===== src/rtl/lsu_ram_master.sv =====
// lsu_ram_master: load/store initiator for the byte-lane data RAM (define LSU_ALIGN_CHECK_EN to fault misaligned accesses)
module lsu_ram_master #(
  parameter int ADDR_W = 10
) (
  input  logic              clk,
  input  logic              rst,
  input  logic              req_valid,
  output logic              req_ready,
  input  logic              req_write,
  input  logic [1:0]        req_size,
  input  logic              req_signed,
  input  logic [31:0]       req_addr,
  input  logic [31:0]       req_wdata,
  output logic              rsp_valid,
  input  logic              rsp_ready,
  output logic [31:0]       rsp_rdata,
  output logic              rsp_fault,
  output logic [1:0]        ram_size,
  output logic              ram_we,
  output logic [ADDR_W-1:0] ram_addr,
  output logic [31:0]       ram_wdata,
  input  logic [31:0]       ram_rdata
);
  typedef enum logic [1:0] {IDLE, ACCESS, RESP} state_t;
  state_t state;
  logic fault_q, write_q, signed_q;
  logic range_bad, fault;
  logic [ADDR_W-1:0] addr_al;
  logic [31:0] repl, ext;
  assign range_bad = |req_addr[31:ADDR_W];
`ifdef LSU_ALIGN_CHECK_EN
  logic misaligned;
  assign misaligned = (req_size == 2'b01 && req_addr[0]) || (req_size == 2'b10 && |req_addr[1:0]);
  assign fault = req_size == 2'b11 || range_bad || misaligned;
  assign addr_al = req_addr[ADDR_W-1:0];
`else
  logic [1:0] low_mask;
  assign low_mask = req_size == 2'b01 ? 2'b01 : req_size == 2'b10 ? 2'b11 : 2'b00;
  assign fault = req_size == 2'b11 || range_bad;
  assign addr_al = req_addr[ADDR_W-1:0] & ~{{(ADDR_W-2){1'b0}}, low_mask};
`endif
  assign repl = req_size == 2'b00 ? {4{req_wdata[7:0]}} :
                req_size == 2'b01 ? {2{req_wdata[15:0]}} : req_wdata;
  assign ext = ram_size == 2'b00 ? {{24{signed_q & ram_rdata[7]}}, ram_rdata[7:0]} :
               ram_size == 2'b01 ? {{16{signed_q & ram_rdata[15]}}, ram_rdata[15:0]} : ram_rdata;
  // request/access/response sequencer with all RAM and response outputs registered
  always_ff @(posedge clk) begin
    if (rst) begin
      state     <= IDLE;
      req_ready <= 1'b1;
      rsp_valid <= 1'b0;
      rsp_fault <= 1'b0;
      rsp_rdata <= '0;
      ram_we    <= 1'b0;
      ram_size  <= '0;
      ram_addr  <= '0;
      ram_wdata <= '0;
      fault_q   <= 1'b0;
      write_q   <= 1'b0;
      signed_q  <= 1'b0;
    end else begin
      case (state)
        IDLE: if (req_valid) begin
          state     <= ACCESS;
          req_ready <= 1'b0;
          ram_addr  <= addr_al;
          ram_size  <= req_size;
          ram_we    <= req_write && !fault;
          ram_wdata <= repl;
          fault_q   <= fault;
          write_q   <= req_write;
          signed_q  <= req_signed;
        end
        ACCESS: begin
          state     <= RESP;
          ram_we    <= 1'b0;
          rsp_valid <= 1'b1;
          rsp_fault <= fault_q;
          rsp_rdata <= (fault_q || write_q) ? 32'd0 : ext;
        end
        RESP: if (rsp_ready) begin
          state     <= IDLE;
          rsp_valid <= 1'b0;
          req_ready <= 1'b1;
        end
        default: state <= IDLE;
      endcase
    end
  end
endmodule


===== config.mk =====
export PLATFORM = sky130hd
export DESIGN_NAME = lsu_ram_master
export DESIGN_NICKNAME = d
export VERILOG_FILES = /design/src/rtl/lsu_ram_master.sv
export SDC_FILE = /design/constraint.sdc
export NUM_CORES = 1
export LEC_CHECK = 0
export BUFFER_PORTS_ARGS = -buffer_cell sky130_fd_sc_hd__buf_2
export CORE_UTILIZATION = 48
export CTS_CLUSTER_DIAMETER = 150
export DETAILED_ROUTE_END_ITERATION = 7
export GPL_TIMING_DRIVEN = 0
export PLACE_DENSITY = 0.85
export SYNTH_ARGS = -nofsm -noshare
export SYNTH_HDL_FRONTEND = slang
export SYNTH_SLANG_ARGS = --single-unit

===== constraint.sdc =====
create_clock -name clk -period 4.4 [get_ports clk]
set_input_delay 0.22 -clock clk [delete_from_list [all_inputs] [get_ports clk]]
set_output_delay 0.22 -clock clk [all_outputs]
set_load 0.02 [all_outputs]

* After elaboration in Yosys (flattened, before gate mapping)
Index checks and enable logic that the tools add are counted.
Operators by class: $add $sub $neg 0, multiply operators 0, divide/modulo/power cells 0, magnitude comparators 0, equal/unequal tests 8, shift operators 0, mux-type cells 17, bitwise operators 4, reduce and logical (&&, ||, !) cells 16
Operators by type and width (count):
- 32-bit 2-to-1 mux | 5
- 22-bit OR reduction | 1
- 10-bit bitwise AND | 1
- 2-bit inverter with 10-bit output | 1
- 2-bit 2-to-1 mux | 4
- 2-bit AND reduction | 4
- 2-bit by 1-bit == test with 1-bit output (second input constant) | 3
- 2-bit == test (second input constant) | 3
- 2-bit logical NOT | 3
- 1-bit case mux with 2 select lines | 3
- 2-bit case mux with 3 select lines | 1
- 2-bit nonzero test | 3
- 1-bit 2-to-1 mux | 4
- 2-bit != test (second input constant) | 2
- 3-bit AND reduction | 1
- 1-bit bitwise AND | 2
- 1-bit logical OR | 2
- 1-bit logical AND | 1
- 1-bit logical NOT | 1
Storage, ports and cells: register bits 85, latch bits 0, memory bits (writable) 0, ROM bits 0, output and inout bits 80, memories kept 0

* Depth between registers and ports, before layout
depth after elaboration 6, depth in mapped cells 8, depth with buffers taken out 6

* Least setup slack after synthesis
No wires, ideal clock.
kind input -> register, start input req_size[1], end register ram_wdata[12], arrival 1.515 ns, slack 2.795 ns, stages 6, buffers on the path 2, cell sequence clkbuf_1 > inv_1 > ha_1 > clkbuf_1 > nand2b_1 > a311oi_1
On the way: cells in the longest elaborated chain, start to end 2
RTL lines:
- start, declared | line 10 | input logic [1:0] req_size,
- 2-bit logical NOT | line 42 | assign repl = req_size == 2'b00 ? {4{req_wdata[7:0]}} :
- 32-bit 2-to-1 mux | line 42
- end signal, assigned | line 69 | ram_wdata <= repl;
- end, declared | line 21 | output logic [31:0] ram_wdata,
Every way passes these cells. A chain may end at the register's enable or synchronous reset.

* Final worst setup path
start input req_size[1], end register ram_wdata[29]
On the way: cells in the longest elaborated chain, start to end 3, elaborated cells between the ends (all ways) 4
RTL lines:
- 2-bit by 1-bit == test with 1-bit output | line 43 | req_size == 2'b01 ? {2{req_wdata[15:0]}} : req_wdata;
- 32-bit 2-to-1 mux | line 43
- 32-bit 2-to-1 mux * | line 42
Mark *: on every way between the ends. The rest lies on a longest branch, timed or not.

==> run_results.csv <==
group,metric,value,unit
run_status,status,"completed",
timing,period_needed,1.83,ns
clock_network,clk_latency,0.34,ns
power_and_ir_drop,ir_worst_vdd,247,uV
final_layout,n_fill_cell,592,
grt,grt_pass1_wl,15000,um
synth,netlist_top_cells_count,"85 x dfxtp_1, 78 x nand2_1, 34 x a21oi_1, 31 x nor2_1, 25 x nand2b_1",
grt,use_met3,0.0648,
final_layout,fin_util,0.677,
grt,grt_max_degree,14,
timing,rsz0062_at_grt,"false",
power_and_ir_drop,power_density,364,mW/mm^2
clock_network,cts_setup_buffers,0,
floorplanning,fp.dieH,86.2,um
synth,syn_inst,385,
synth,synth_top_area_frac,0.500,
clock_network,numCtsBuffers,9,
synth,synthArstFlopShare,0,
floorplanning,dieArea,0.00743,mm^2
drt,wl_per_cell,14.5,um
clock_network,clk_path_buf_depth,2,
floorplanning,rows,30,
grt,busiest_layer,"met2",
setup_path,worstSetupPathType,"input port to register",
synth,yosysUniqueCellTypes,30,
timing,fmax,547,MHz
drt,drt-total-wl,9850,um
setup_path,crit_path_start_kind,"input port",
drt,via_per_inst,5.17,
timing,clock_skew,0.00726,ns
synth,synthFlopType,"dfxtp_1",
power_and_ir_drop,report.power.total,1.68,mW
drt,vias,3511,
placement,hpwl,7540,um
synth,syn-cell-area,0.00340,mm^2
grt,grt.total_usage,0.260,
drt,drt_first_pass_iters,4,
placement,dpl_worst_slack,2.23,ns
worst_hold_path,hp-class,"input port to register",
clock_network,htreeDepth,3,
setup_path,cp-end-kind,"register",
synth,synth.yosys.warnings,0,
grt,grt_use_met1,0.323,
setup_path,cp_data_arrival_time,2.09,ns
timing,fin_ws,2.57,ns
timing,hold_violations,0,
grt,antenna_found_initial,0,
timing,tightest_slew,0.781,ns
placement,gp_congestion,0.839,
floorplanning,die_w,86.2,um
timing,maxSlewHeadroom,0.479,
grt,grt_pass1_vias,3113,
final_layout,multi_input_area,0.00155,mm^2
synth,yosys.area.top_type,"dfxtp_1",
timing,setup-violations-final,0,
synth,synthTopCellsByArea,"dfxtp_1 50%, nand2_1 8.6%, a22o_1 6.2%, a21oi_1 5.0%, mux2i_1 5.0%",
final_layout,layout.nets,686,
floorplanning,initial_core_util,0.498,
setup_path,path_max_fanout,10,
synth,synth-edff-count,0,
synth,synth_nets,493,
synth,postSynthAreaPerCell,8.84,um^2
clock_network,clk_pin_slew,0.08,ns
final_layout,ff_latch_area,0.00170,mm^2
clock_network,cts_resized,0,
timing,min_period_over_period,0.415,
clock_network,ctsRootBufferMaster,"clkbuf_8",
floorplanning,core_area,0.00683,mm^2
timing,tns,0,ns
synth,synth-seq-cells,85,
grt,gr-usage-met2,0.430,
drt,ant_nets,0,
run,cap_violations,0,
final_layout,drive_above_1_share,0.364,
placement,placed_area,0.00443,mm^2
placement,port_buffers,182,
drt,drcViolationCount,0,
power_and_ir_drop,p_leak,2.23,nW
setup_path,required,4.67,ns
final_layout,syn_to_final_growth,36.0,%
synth,synth-seq-area-share,0.500,
drt,drt-initial-drc-count,122,
floorplanning,ioPinCount,184,
clock_network,cts.sinks,85,
clock_network,holdBufCountCts,0,
final_layout,diodes,0,
timing,slew_viol_final,0,
final_layout,stdcell_area,0.00463,mm^2
clock_network,cts_tree,"built",
grt,overflow,0,
synth,synth_most_common_cell,"dfxtp_1",
critical path, stage by stage:
cell,delay [ns]
buf_2,0.10
clkbuf_1,0.59
inv_1,0.14
ha_1,0.28
clkbuf_1,0.24
o21ai_0,0.27
nand2_1,0.10
a21oi_1,0.14
path summary, 6_finish.rpt:
path	from	endpoint	slack (ns)	depth (start not counted)
min	ram_rdata[5]	rsp_rdata[5]$_SDFFE_PP0P_	0.09	2
max reg2reg	state[0]$_SDFFE_PP0P_	ram_size[0]$_SDFFE_PP0P_	2.66	6
max	req_size[1]	ram_wdata[29]$_SDFFE_PP0P_	2.57	8
min reg2reg	ram_wdata[2]$_SDFFE_PP0P_	ram_wdata[2]$_SDFFE_PP0P_	0.45	2
per-layer routing:
metal / up-vias / wire length [um]
li1: 1711 / -
met5: - / 0
met4: 0 / 173
met2: 170 / 4600
met3: 16 / 832
met1: 1614 / 4240
power breakdown:
| part | switching, mW | internal, mW |
|---|---|---|
| combinational | 0.182 | 0.117 |
| clock | 0.268 | 0.280 |
| sequential | 0.0246 | 0.813 |
kinds of logic (layout without fill, tap and decap cells):
kind of cell    after synthesis  in the layout  share of synthesized area
buf+inv                      33            231                     0.0438
flops                        85             85                      0.500
simple gates                150            150                      0.204
fa+ha+maj                     4              4                     0.0147
mux                          18             18                     0.0533
compound gates               95             95                      0.184
state kept, by name, summed over array words and instances (netlist names):
name / flops
req_ready: 1
fault_q: 1
rsp_fault: 1
write_q: 1
ram_we: 1
rsp_rdata: 32
signed_q: 1
ram_addr: 10
ram_wdata: 32
state: 2
ram_size: 2
rsp_valid: 1
placed cells by master (no fill, tap or decap), types with 2 or more instances in the layout:
master    count
a211oi_1      9
a21oi_1      34
a22o_1       24
a311oi_1      9
buf_2       193
clkbuf_1     19
clkbuf_8     10
dfxtp_1      85
ha_1          4
inv_1         4
mux2i_1      17
nand2_1      78
nand2b_1     25
nand3b_1      2
nor2_1       31
nor2b_1       2
nor4_1        3
o21ai_0      17
or4_1         2
metrics by stage:
stage | instances | hold slack, ns
finish | 679 | 0.0912
global route | 679 | 0.0819
CTS | 679 | 0.0860
detailed placement | 663 | 0.439
global placement | 663 | 0.429
floorplan | 385 | 0.346
cell type report:
class	count	area share
well taps	96	0.0260
clock inverters	3	0.00947
repair buffers	182	0.197
plain buffers	29	0.0289
flip-flops and latches	85	0.368
clock buffers	13	0.0322
inverters	4	0.00325
multi-input cells	267	0.335
(Power assumes the default switching activity.)
